[src/rtl/mem_arbiter_if.sv]
// Bundle of the fetch, data and unified-memory buses around the arbiter.
// slave is the arbiter's view; master is the pipeline/memory side.
interface mem_arbiter_if;
  logic [31:0] imem_addr;
  logic [3:0]  imem_rmask;
  logic [31:0] imem_rdata;
  logic        imem_resp;
  logic [31:0] dmem_addr;
  logic [3:0]  dmem_rmask;
  logic [3:0]  dmem_wmask;
  logic [31:0] dmem_wdata;
  logic [31:0] dmem_rdata;
  logic        dmem_resp;
  logic [31:0] mem_addr;
  logic [3:0]  mem_rmask;
  logic [3:0]  mem_wmask;
  logic [31:0] mem_wdata;
  logic [31:0] mem_rdata;
  logic        mem_resp;

  modport master (
    output imem_addr, imem_rmask, dmem_addr, dmem_rmask, dmem_wmask, dmem_wdata,
           mem_rdata, mem_resp,
    input  imem_rdata, imem_resp, dmem_rdata, dmem_resp,
           mem_addr, mem_rmask, mem_wmask, mem_wdata
  );

  modport slave (
    input  imem_addr, imem_rmask, dmem_addr, dmem_rmask, dmem_wmask, dmem_wdata,
           mem_rdata, mem_resp,
    output imem_rdata, imem_resp, dmem_rdata, dmem_resp,
           mem_addr, mem_rmask, mem_wmask, mem_wdata
  );
endinterface

[src/rtl/mem_arbiter.sv]
// Serializes one pipeline step's imem/dmem requests onto the single memory port
// and pulses go when every request of the step has completed.
module mem_arbiter #(
  parameter int DMEM_FIRST = 1,
  parameter int CNT_W      = 32
) (
  input  logic             clk,
  input  logic             rst,
  mem_arbiter_if.slave     bus,
  output logic             go,
  output logic [CNT_W-1:0] stall_cnt
);
  typedef enum logic [2:0] {IDLE, D_REQ, D_WAIT, I_REQ, I_WAIT, DONE} state_t;

  state_t      state_q, state_d;
  logic        i_req, d_req;
  logic        i_pend_q, d_pend_q;
  logic [31:0] i_addr_q, d_addr_q, d_wdata_q;
  logic [3:0]  i_rmask_q, d_rmask_q, d_wmask_q;
  logic [31:0] imem_rdata_q, dmem_rdata_q;
  logic        imem_resp_q, dmem_resp_q;
  logic [CNT_W-1:0] stall_q;

  assign i_req = |bus.imem_rmask;
  assign d_req = |(bus.dmem_rmask | bus.dmem_wmask);

  always_ff @(posedge clk or posedge rst) begin
    if (rst) state_q <= IDLE;
    else     state_q <= state_d;
  end

  always_comb begin
    state_d = state_q;
    case (state_q)
      IDLE: begin
        if (d_req && ((DMEM_FIRST != 0) || !i_req)) state_d = D_REQ;
        else if (i_req)                              state_d = I_REQ;
      end
      D_REQ:  state_d = D_WAIT;
      D_WAIT: if (bus.mem_resp) state_d = i_pend_q ? I_REQ : DONE;
      I_REQ:  state_d = I_WAIT;
      I_WAIT: if (bus.mem_resp) state_d = d_pend_q ? D_REQ : DONE;
      DONE:   state_d = IDLE;
      default: state_d = IDLE;
    endcase
  end

  // Memory strobes exist only in the one-cycle REQ states; the bus is zero otherwise.
  always_comb begin
    bus.mem_addr  = '0;
    bus.mem_rmask = '0;
    bus.mem_wmask = '0;
    bus.mem_wdata = '0;
    case (state_q)
      D_REQ: begin
        bus.mem_addr  = d_addr_q;
        bus.mem_rmask = d_rmask_q;
        bus.mem_wmask = d_wmask_q;
        bus.mem_wdata = d_wdata_q;
      end
      I_REQ: begin
        bus.mem_addr  = i_addr_q;
        bus.mem_rmask = i_rmask_q;
      end
      default: ;
    endcase
  end

  always_ff @(posedge clk or posedge rst) begin
    if (rst) begin
      i_pend_q     <= 1'b0;
      d_pend_q     <= 1'b0;
      i_addr_q     <= '0;
      i_rmask_q    <= '0;
      d_addr_q     <= '0;
      d_rmask_q    <= '0;
      d_wmask_q    <= '0;
      d_wdata_q    <= '0;
      imem_rdata_q <= '0;
      dmem_rdata_q <= '0;
      imem_resp_q  <= 1'b0;
      dmem_resp_q  <= 1'b0;
      stall_q      <= '0;
    end else begin
      imem_resp_q <= 1'b0;
      dmem_resp_q <= 1'b0;
      // Counts the cycle being entered, so the value shown includes the current busy cycle.
      if (state_d != IDLE && stall_q != {CNT_W{1'b1}}) stall_q <= stall_q + 1'b1;
      case (state_q)
        IDLE: begin
          i_pend_q  <= i_req;
          d_pend_q  <= d_req;
          i_addr_q  <= bus.imem_addr;
          i_rmask_q <= bus.imem_rmask;
          d_addr_q  <= bus.dmem_addr;
          d_rmask_q <= bus.dmem_rmask;
          d_wmask_q <= bus.dmem_wmask;
          d_wdata_q <= bus.dmem_wdata;
        end
        D_WAIT: if (bus.mem_resp) begin
          dmem_rdata_q <= bus.mem_rdata;
          d_pend_q     <= 1'b0;
          dmem_resp_q  <= 1'b1;
        end
        I_WAIT: if (bus.mem_resp) begin
          imem_rdata_q <= bus.mem_rdata;
          i_pend_q     <= 1'b0;
          imem_resp_q  <= 1'b1;
        end
        default: ;
      endcase
    end
  end

  assign bus.imem_rdata = imem_rdata_q;
  assign bus.dmem_rdata = dmem_rdata_q;
  assign bus.imem_resp  = imem_resp_q;
  assign bus.dmem_resp  = dmem_resp_q;
  assign go             = (state_q == DONE);
  assign stall_cnt      = stall_q;
endmodule

[src/flat_wrapper.sv]
// flat-port wrapper written by rule: the top's interface ports become plain ports
module mem_arbiter_flat 
#(
  parameter int DMEM_FIRST = 1,
  parameter int CNT_W      = 32
)
  (clk, rst, go, stall_cnt, bus_imem_addr, bus_imem_rmask, bus_dmem_addr, bus_dmem_rmask, bus_dmem_wmask, bus_dmem_wdata, bus_mem_rdata, bus_mem_resp, bus_imem_rdata, bus_imem_resp, bus_dmem_rdata, bus_dmem_resp, bus_mem_addr, bus_mem_rmask, bus_mem_wmask, bus_mem_wdata);
  mem_arbiter_if bus_i ();
  input  logic clk;
  input  logic rst;
  output logic go;
  output logic [CNT_W-1:0] stall_cnt;
  input wire logic [$bits(bus_i.imem_addr)-1:0] bus_imem_addr;
  input wire logic [$bits(bus_i.imem_rmask)-1:0] bus_imem_rmask;
  input wire logic [$bits(bus_i.dmem_addr)-1:0] bus_dmem_addr;
  input wire logic [$bits(bus_i.dmem_rmask)-1:0] bus_dmem_rmask;
  input wire logic [$bits(bus_i.dmem_wmask)-1:0] bus_dmem_wmask;
  input wire logic [$bits(bus_i.dmem_wdata)-1:0] bus_dmem_wdata;
  input wire logic [$bits(bus_i.mem_rdata)-1:0] bus_mem_rdata;
  input wire logic [$bits(bus_i.mem_resp)-1:0] bus_mem_resp;
  output wire logic [$bits(bus_i.imem_rdata)-1:0] bus_imem_rdata;
  output wire logic [$bits(bus_i.imem_resp)-1:0] bus_imem_resp;
  output wire logic [$bits(bus_i.dmem_rdata)-1:0] bus_dmem_rdata;
  output wire logic [$bits(bus_i.dmem_resp)-1:0] bus_dmem_resp;
  output wire logic [$bits(bus_i.mem_addr)-1:0] bus_mem_addr;
  output wire logic [$bits(bus_i.mem_rmask)-1:0] bus_mem_rmask;
  output wire logic [$bits(bus_i.mem_wmask)-1:0] bus_mem_wmask;
  output wire logic [$bits(bus_i.mem_wdata)-1:0] bus_mem_wdata;
  assign bus_i.imem_addr = bus_imem_addr;
  assign bus_i.imem_rmask = bus_imem_rmask;
  assign bus_i.dmem_addr = bus_dmem_addr;
  assign bus_i.dmem_rmask = bus_dmem_rmask;
  assign bus_i.dmem_wmask = bus_dmem_wmask;
  assign bus_i.dmem_wdata = bus_dmem_wdata;
  assign bus_i.mem_rdata = bus_mem_rdata;
  assign bus_i.mem_resp = bus_mem_resp;
  assign bus_imem_rdata = bus_i.imem_rdata;
  assign bus_imem_resp = bus_i.imem_resp;
  assign bus_dmem_rdata = bus_i.dmem_rdata;
  assign bus_dmem_resp = bus_i.dmem_resp;
  assign bus_mem_addr = bus_i.mem_addr;
  assign bus_mem_rmask = bus_i.mem_rmask;
  assign bus_mem_wmask = bus_i.mem_wmask;
  assign bus_mem_wdata = bus_i.mem_wdata;
  mem_arbiter #(.DMEM_FIRST(DMEM_FIRST), .CNT_W(CNT_W)) u_core (.clk(clk), .rst(rst), .bus(bus_i), .go(go), .stall_cnt(stall_cnt));
endmodule
[config.mk]
export PLATFORM = sky130hd
export DESIGN_NAME = mem_arbiter_flat
export DESIGN_NICKNAME = d
export VERILOG_FILES = /design/src/rtl/mem_arbiter_if.sv /design/src/rtl/mem_arbiter.sv /design/src/flat_wrapper.sv
export SDC_FILE = /design/constraint.sdc
export NUM_CORES = 1
export LEC_CHECK = 0
export CAP_MARGIN = 15
export CORE_ASPECT_RATIO = 0.9
export CORE_MARGIN = 5
export CORE_UTILIZATION = 44
export CTS_CLUSTER_DIAMETER = 30
export CTS_CLUSTER_SIZE = 20
export DETAILED_ROUTE_END_ITERATION = 7
export PLACE_DENSITY = 0.79
export SYNTH_ARGS = -nofsm -noshare
export SYNTH_HDL_FRONTEND = slang
export SYNTH_SLANG_ARGS = --single-unit
[constraint.sdc]
create_clock -name clk -period 19.6 [get_ports clk]
set_input_delay 2.94 -clock clk [delete_from_list [all_inputs] [get_ports clk]]
set_output_delay 2.94 -clock clk [all_outputs]
set_load 0.02 [all_outputs]
# Yosys cells after proc, flatten, opt, wreduce, memory -nomap -nowiden
# Index checks and enable logic that the tools add are counted.
[classes]
n_eq_ne = 8
n_bitwise = 1
n_reduce_logical = 11
n_addsub = 1
mux = 17
[op_table]
columns = ["op", "n"]
rows = [
  ["32-bit one-hot mux with 2 select lines", 1],
  ["32-bit by 1-bit adder with 32-bit output, second input constant", 1],
  ["32-bit two-way mux", 1],
  ["32-bit inequality test, second input constant", 1],
  ["3-bit two-way mux", 6],
  ["3-bit one-hot mux with 5 select lines", 1],
  ["4-bit one-hot mux with 2 select lines", 1],
  ["2-bit AND reduction", 4],
  ["4-bit OR reduction", 2],
  ["3-bit by 2-bit == test with 1-bit output, second input constant", 2],
  ["3-bit == test, second input constant", 2],
  ["1-bit two-way mux", 4],
  ["4-bit two-way mux", 1],
  ["2-bit inequality test, second input constant", 2],
  ["4-bit bitwise OR", 1],
  ["1-bit one-hot mux with 2 select lines", 2],
  ["2-bit nonzero test", 2],
  ["3-bit by 1-bit == test with 1-bit output, second input constant", 1],
  ["3-bit logical NOT", 1],
  ["3-bit nonzero test", 1],
  ["1-bit logical AND", 1],
]
[totals]
output_inout_bits = 171
reg_bits = 211
word_cells = 52
input_bits = 143

# Longest topological paths before layout
# Gate-level depths: netlist (run 1).
[depth]
word_depth = 6
depth_mapped = 8
depth_no_buf = 6

# Worst setup path after synthesis (run 1)
# Ideal clock, no wire load.
[synth_timing]
path_type = "in2reg"
start = "in bus_dmem_wmask[1]"
end = "reg u_core.stall_q[26], in the netlist u_core.stall_cnt[26]"
t_required_ns = 19.466
cell_stages = 6
setup_time_ns = 0.134
arrival_time_ns = 4.473
n_path_buf = 1
setup_slack_ns = 14.994
path_cell_list = "or4_1 -> o41ai_4 -> or4b_1 -> buf_2 -> nor2_1 -> xor2_1"
[synth_between]
elab_chain_cells = 6
[synth_rtl]
columns = ["item", "line_no", "rtl"]
rows = [
  ["start: declaration", "flat_wrapper.sv:17", "input wire logic [$bits(bus_i.dmem_wmask)-1:0] bus_dmem_wmask;"],
  ["4-bit bitwise OR", "mem_arbiter.sv:25", "assign d_req = |(bus.dmem_rmask | bus.dmem_wmask);"],
  ["4-bit OR reduction", "mem_arbiter.sv:25", ""],
  ["3-bit two-way mux", "mem_arbiter.sv:36", "if (d_req && ((DMEM_FIRST != 0) || !i_req)) state_d = D_REQ;"],
  ["3-bit one-hot mux with 5 select lines", "mem_arbiter.sv:34", "case (state_q)"],
  ["3-bit nonzero test", "mem_arbiter.sv:88", "if (state_d != IDLE && stall_q != {CNT_W{1'b1}}) stall_q <= stall_q + 1'b1;"],
  ["1-bit logical AND", "mem_arbiter.sv:88", ""],
  ["end signal: assignment", "mem_arbiter.sv:88", ""],
  ["end: declaration", "mem_arbiter.sv:22", "logic [CNT_W-1:0] stall_q;"],
]
# Every way passes these cells.
# A chain may end at the register's enable or synchronous reset.

# Worst setup path in the final report (run 1)
[layout_timing]
start = "reg u_core.state_q[0]"
end = "out bus_mem_rmask[1]"
[layout_between]
elab_chain_cells = 2
[layout_rtl]
columns = ["item", "line_no", "rtl"]
rows = [
  ["start: declaration", "mem_arbiter.sv:15", "state_t state_q, state_d;"],
  ["start signal: assignment", "mem_arbiter.sv:29", "else state_q <= state_d;"],
  ["3-bit by 2-bit == test with 1-bit output / 3-bit by 1-bit == test with 1-bit output (equally long branches)", "mem_arbiter.sv:54", "case (state_q)"],
  ["4-bit one-hot mux with 2 select lines (*)", "mem_arbiter.sv:54", ""],
  ["end: declaration", "flat_wrapper.sv:26", "output wire logic [$bits(bus_i.mem_rmask)-1:0] bus_mem_rmask;"],
]
# Mark *: on every way between the ends. The rest lies on a longest branch, timed or not.

==> results of run 1 <==
-- flip-flops by register name, indices dropped and copies added, names as in the netlist --
register	cells
u_core.d_wmask_q	4
u_core.d_rmask_q	4
u_core.bus.imem_rdata	32
u_core.stall_cnt	32
u_core.state_q	3
u_core.i_pend_q	1
u_core.bus.dmem_rdata	32
u_core.d_addr_q	32
u_core.i_rmask_q	4
u_core.d_wdata_q	32
u_core.bus.imem_resp	1
u_core.bus.dmem_resp	1
u_core.i_addr_q	32
u_core.d_pend_q	1
-- cell usage after synthesis (all sizes together) (2+ instances only) --
cell type	n	share of area, %
a221oi	2	0.20
nand4	13	0.92
o21ai	2	0.11
nor2b	2	0.14
mux2	65	8.3
buf	11	0.59
or4	3	0.25
nor3	5	0.34
dfrtp	211	60
a22o	36	3.6
clkbuf	38	1.6
and4	6	0.59
nand3	11	0.62
nor3b	3	0.25
and2	40	2.8
o31ai	2	0.17
xnor2	24	2.4
and3	6	0.42
nand2	340	14
xor2	6	0.59
inv	5	0.21
nor2	7	0.30
-- critical path: stages (launching register included) --
cell             delay (ns)
dfrtp_1                0.50
nor3b_2                0.21
buf_4                  0.59
a22o_1                 0.23
clkdlybuf4s50_1        0.67
-- layer usage --
metal | GRT usage (%) | up-vias
li1 | - | 3434
met1 | 28.5 | 3479
met2 | 35.5 | 312
met3 | 8.15 | 36
met4 | 5.79 | 2
met5 | 0 | -
-- final cells by class --
| cell class | count | area, um2 | area share [%] |
|---|---|---|---|
| tap | 255 | 319 | 2.34 |
| inverter | 5 | 26.3 | 0.193 |
| multi-input combinational | 587 | 3370 | 24.7 |
| clock inverter | 18 | 210 | 1.54 |
| clock buffer | 58 | 1240 | 9.11 |
| sequential | 211 | 5280 | 38.7 |
| timing repair buffer | 320 | 3190 | 23.4 |
| antenna | 1 | 2.50 | 0.0184 |
-- through the flow --
stage          setup WS, ns  power, mW
2_1_floorplan         10.89       1.27
3_3_place_gp          14.26       1.66
3_5_place_dp          14.22       1.69
4_1_cts               13.89       2.43
5_1_grt               13.76       2.54
6_report              13.89       2.40
-- kinds of logic (layout without fill, tap and decap cells) --
group,count (synthesis),count (layout)
buf+inv,54,401
flops,211,211
compound gates,50,50
fa+ha+maj,1,1
simple gates,441,441
mux,65,65
xor+xnor,30,30
other cells,0,1
-- power by group through the flow --
stage                     Combinational (mW)  Clock (mW)  Sequential [mW]
after floorplan                        0.464           0            0.809
after global placement                 0.931           0            0.733
after detailed placement               0.948           0            0.743
after CTS                              0.957       0.730            0.740
after global routing                    1.02       0.754            0.766
final                                  0.942       0.716            0.740
-- path summary, 6_finish.rpt --
check | startpoint | endpoint | slack [ns]
setup / recovery | u_core.state_q[0] | bus_mem_rmask[1] | 13.89
hold / removal | u_core.d_wdata_q[31] | u_core.d_wdata_q[31] | 0.46
setup reg to reg | u_core.stall_cnt[20] | u_core.stall_cnt[11] | 17.11
hold reg to reg | u_core.d_wdata_q[31] | u_core.d_wdata_q[31] | 0.46
max in group asynchronous | rst | u_core.d_wdata_q[22] | 15.04
min in group asynchronous | rst | u_core.bus.imem_rdata[28] | 3.08
==> summary.txt, run 1 <==
Global route
  – Largest net degree at the start of global routing: 141
  – Number of global-route vias before repair: 7509
  – GRT Residual Overflow: 0
  – Total GRT Usage: 22.0%
  – First-pass GRT wire length: 41.1 mm
  – Initial antenna violation count: 2

Synth
  – Mapped Cells: 852
  – Largest family of logic cells by synthesized area: simple AND/OR/NAND/NOR gates
  – Synth Area in XOR/XNOR: 2.97%
  – Yosys cell types: 41
  – Compound-cell area share of the yosys netlist: 5.00%
  – Post-Syn Nets: 996
  – Synth Warn #: 0
  – Synthesized area: 8850 um2
  – Synth Area in Simple Gates: 21.5%
  – EDFF count, synth: 0
  – Synth Area in Adders: 0.141%
  – Ys flop type: dfrtp_1
  – FF+latch count, synth: 211
  – Async S/R FF share, synth: 100%
  – Syn avg cell area: 10.4 um2
  – Register area share after synthesis: 59.7%
  – Post-synthesis mux area share: 8.27%

Floorplan
  – Row count: 49
  – Core ar.: 19900 um2
  – Die width: 159 um
  – Initial core utilization: 44.6%
  – Die Y: 145 um
  – DIE AREA: 23100 um2
  – I/O Pins: 314

Place
  – Cell Area, Placed: 12200 um2
  – Detail Placement HPWL: 17.0 mm
  – GPL Wtd Cong: 0.824
  – Port bufs: 313
  – Placed Instances: 1378

Timing
  – Tcrit/Tclk final: 29.1%
  – Max Freq: 175 MHz
  – Worst-margin pin slew: 1.15 ns
  – Hold_ws: 0.463 ns
  – Relative slew slack: 23.3%
  – Final min period: 5.71 ns
  – Worst Clk Skew: 0.0111 ns
  – Post-Route Setup TNS: 0 ns
  – Final Hold Viols: 0
  – # setup viols final: 0
  – Unrepaired setup endpoints after global routing: no
  – Slew Limit Fails: 0

CTS
  – Reg clk slew, reported paths: 0.05 ns
  – Post-CTS Setup Inserts: 0
  – Hold-fix buffers, CTS: 0
  – Post-CTS sizing: 0
  – Clk Tree Root Cell: clkbuf_16
  – Clk sink count: 211
  – CTS tree: yes
  – Buffers from clock root to sink, at most: 3
  – Htree depth: 2
  – CTS buffer count: 43
  – Clk Latency, worst-skew pair: 0.50 ns

Cells and area
  – Layout cells sized above 1: 12.5%
  – Post-layout util: 68.7%
  – Commonest non-fill, non-tap cell in the layout: nand2_1
  – Fillers: 1444
  – Post-route cell area: 13600 um2
  – Nets@finish: 1312
  – Finished Layout Cells: 1455
  – Synth-to-Final Area Change: 54.1%
  – Most frequent cells in the layout: 340 x nand2_1, 313 x clkdlybuf4s50_1, 211 x dfrtp_1, 64 x mux2_2, 43 x clkbuf_16

Worst hold path
  – WHS Path Cells: 2
  – Worst hold path class: reg2reg

Worst setup path
  – Path depth of the worst reg2reg path: 5
  – Crit path DAT: 2.77 ns
  – Worst-path maximum fanout: 72
  – WS Path Type: reg2out
  – Crit end category: primary output
  – Worst EP required: 16.66 ns
  – Worst setup SP type: flip-flop

Drt
  – Uppermost layer routed: met5
  – Detailed Routing Iterations Pass 1: 5
  – Final WL: 25.9 mm
  – Drt via density: 4.99
  – Residual DRC: 0
  – Metal2 WL: 12.4 mm
  – Final ANT Viol Nets: 0
  – Wire length on met3: 2.40 mm
  – Met1 WL: 10.7 mm
  – DR vias: 7263
  – Drt wl/cell: 17.8 um
  – DR iter-0 viols: 612

Power and ir drop
  – Sw frac: 35.2%
  – Combinational cell fraction of total power: 39.3%
  – Clock network power share: 29.9%
  – Leakage: 6.28 nW
  – NetSw: 0.844 mW
  – Pint: 1.55 mW
  – Seq pwr share: 30.9%
  – Peak supply drop: 0.118 mV
  – Cell Pwr Density: 176 nW/um2

Run status
  – Status: finished clean

Job
  – MaxCap Viol Count: 0
No activity file was read; power rests on OpenSTA's default activity.
==> inputs of run 2 (changes only) <==
- CORE_UTILIZATION: 44 -> 41
- PLACE_DENSITY: 0.79 -> 0.77
- clock period: 19.6 -> 4.85 ns (I/O delays scaled with it)
==> run 2 against run 1 <==
Compared with the run above:
- flip-flop and latch count is the same
- utilization shrank 4.2 points
- final cell count grew 3.1%
- design area grew 1.4%
- sequential share of layout area shrank 0.53 points
- die area grew 6.8%
- worst hold slack is essentially flat
==> summary.txt, run 2 (synthesis gave the netlist of run 1 again) <==
Cells and area
  – N_diodes: 0 (-1)
  – Layout cells sized above 1: 13.3% (+0.81 points)
  – Synth-to-Final Area Change: 56.2%
  – Most frequent cells in the layout: 340 x nand2_1, 313 x clkdlybuf4s50_1, 211 x dfrtp_1, 64 x mux2_2, 45 x clkbuf_16
  – Post-route cell area: 13800 um2 (+1.4%)
  – Nets@finish: 1317 (+0.38%)
  – Commonest non-fill, non-tap cell in the layout: nand2_1

Worst setup path
  – CP bufs+invs: 2 (unchanged)
  – WS Path Type: reg2out
  – Worst setup SP type: flip-flop
  – Crit-path slowest cell: clkdlybuf4s50_1
  – Worst-path maximum fanout: 72 (unchanged)
  – CP max stage delay: 0.63 ns (-0.04 ns)
  – Crit path DAT: 2.80 ns (+0.03 ns)
  – Worst EP required: 4.12 ns (-12.54 ns)
  – Worst path top cell family by delay: buffers and inverters
  – Worst setup startpoint: u_core.state_q[1]
  – Reg-to-Reg Start: u_core.stall_cnt[20]
  – Crit end category: primary output
  – Crit path cell chain: nor3b_2, buf_4, a22o_1, clkdlybuf4s50_1

Global route
  – Initial antenna violation count: 0 (-2)
  – GRT Max-Usage Layer: met2
  – M3 GR Usage: 9.34% (+1.2 points)
  – Met1 GRT Util: 25.1% (-3.4 points)
  – GRT Residual Overflow: 0 (unchanged)
  – Number of global-route vias before repair: 7771 (+3.5%)
  – Largest net degree at the start of global routing: 110 (-22%)
  – First-pass GRT wire length: 41.0 mm (-0.39%)
  – Total GRT Usage: 20.9% (-1.1 points)
  – Met2 usage: 34.5% (-1.0 points)

Place
  – GPL Wtd Cong: 0.794 (-3.7%)
  – Detail Placement HPWL: 17.8 mm (+4.7%)
  – Port bufs: 313 (unchanged)
  – Cell Area, Placed: 12300 um2 (+0.63%)

CTS
  – Clk sink count: 211 (unchanged)
  – Hold-fix buffers, CTS: 0 (unchanged)
  – Htree depth: 2 (unchanged)
  – Post-CTS Setup Inserts: 0 (unchanged)
  – Clk Tree Root Cell: clkbuf_16
  – CTS buffer count: 45 (+4.7%)
  – Post-CTS sizing: 0 (unchanged)
  – Reg clk slew, reported paths: 0.05 ns (about the same)
  – Buffers from clock root to sink, at most: 3 (unchanged)
  – CTS tree: yes
  – Clk Latency, worst-skew pair: 0.52 ns (+0.02 ns)

Drt
  – Final ANT Viol Nets: 0 (unchanged)
  – DR iter-0 viols: 463 (-24%)
  – Drt wl/cell: 17.6 um (-1.1%)
  – Residual DRC: 0 (unchanged)
  – Drt via density: 4.95 (-0.93%)
  – DR vias: 7418 (+2.1%)
  – Final WL: 26.4 mm (+1.9%)
  – Detailed Routing Iterations Pass 1: 5 (unchanged)

Timing
  – Worst Clk Skew: 0.0194 ns (+0.00831 ns)
  – Relative slew slack: 25.7% (+2.4 points)
  – Final min period: 3.52 ns
  – Tcrit/Tclk final: 72.6%
  – Post-Route Setup TNS: 0 ns (unchanged)
  – Max Freq: 284 MHz
  – Final Hold Viols: 0 (unchanged)
  – Worst-margin pin slew: 1.11 ns (-0.0360 ns)
  – Unrepaired setup endpoints after global routing: no
  – # setup viols final: 0 (unchanged)
  – Slew Limit Fails: 0 (unchanged)

Floorplan
  – Row count: 51 (+4.1%)
  – Initial core utilization: 41.3% (-3.3 points)
  – DIE AREA: 24600 um2 (+6.8%)
  – Die width: 165 um (+3.4%)
  – I/O Pins: 314 (unchanged)
  – Die Y: 149 um (+3.3%)
  – Core ar.: 21400 um2 (+7.9%)

Job
  – MaxCap Viol Count: 0 (unchanged)

Power and ir drop
  – Peak supply drop: 0.451 mV (+280%)
  – Cell Pwr Density: 718 nW/um2 (+310%)
  – Leakage: 6.33 nW (+0.84%)
  – Design Power: 9.93 mW (+310%)

Run status
  – Status: finished clean

Worst hold path
  – HP Start: u_core.d_wdata_q[27]
  – Worst hold path class: reg2reg
==> run 2: path summary, 6_finish.rpt <==
| kind | endpoint | slack, ns | depth (start not counted) |
|---|---|---|---|
| worst max-delay path | bus_mem_rmask[3] | 1.33 | 4 |
| worst min register to register | u_core.d_wdata_q[27] | 0.46 | 2 |
| max in group asynchronous | u_core.d_wdata_q[7] | 3.10 | 3 |
| min in group asynchronous | u_core.i_addr_q[10] | 0.63 | 2 |
| worst max register to register | u_core.stall_cnt[11] | 2.39 | 5 |
| worst min-delay path | u_core.d_wdata_q[27] | 0.46 | 2 |
==> run 2: final cells by class <==
| cell class | instances | area [um2] |
|---|---|---|
| clock inverter | 30 | 362 |
| sequential | 211 | 5280 |
| fill | 1637 | 7610 |
| timing repair buffer | 323 | 3220 |
| clock buffer | 53 | 1210 |
| inverter | 5 | 22.5 |
| tap | 291 | 364 |
| multi-input combinational | 587 | 3370 |
==> run 2: power breakdown <==
part           total (mW)  internal [mW]  switching [mW]
Combinational        3.82           1.73            2.08
Clock                3.11           2.11            1.00
Sequential           3.00           2.55           0.448
==> run 2: per-stage QoR <==
step	hold WS, ns	setup slack, ns	utilization, %	instances
2_1_floorplan	0.437	1.38	-	852
3_3_place_gp	0.448	1.74	57.2	1417
3_5_place_dp	0.454	1.70	57.2	1417
4_1_cts	0.465	1.28	64.5	1500
5_1_grt	0.478	1.18	64.5	1500
6_report	0.462	1.33	64.5	1500
==> run 2: tightest hold or removal path: cells and delay by family, from the launching register on <==
family / cells / cell delay, ns
AND/OR/NAND/NOR: 2 / 0.10
flip-flops: 1 / 0.33
==> run 2: routing by layer <==
metal  share of wire, %  wire length, um
met1                 39            10300
met2                 48            12600
met3                 12             3100
met4                1.6              421
met5                  0                0
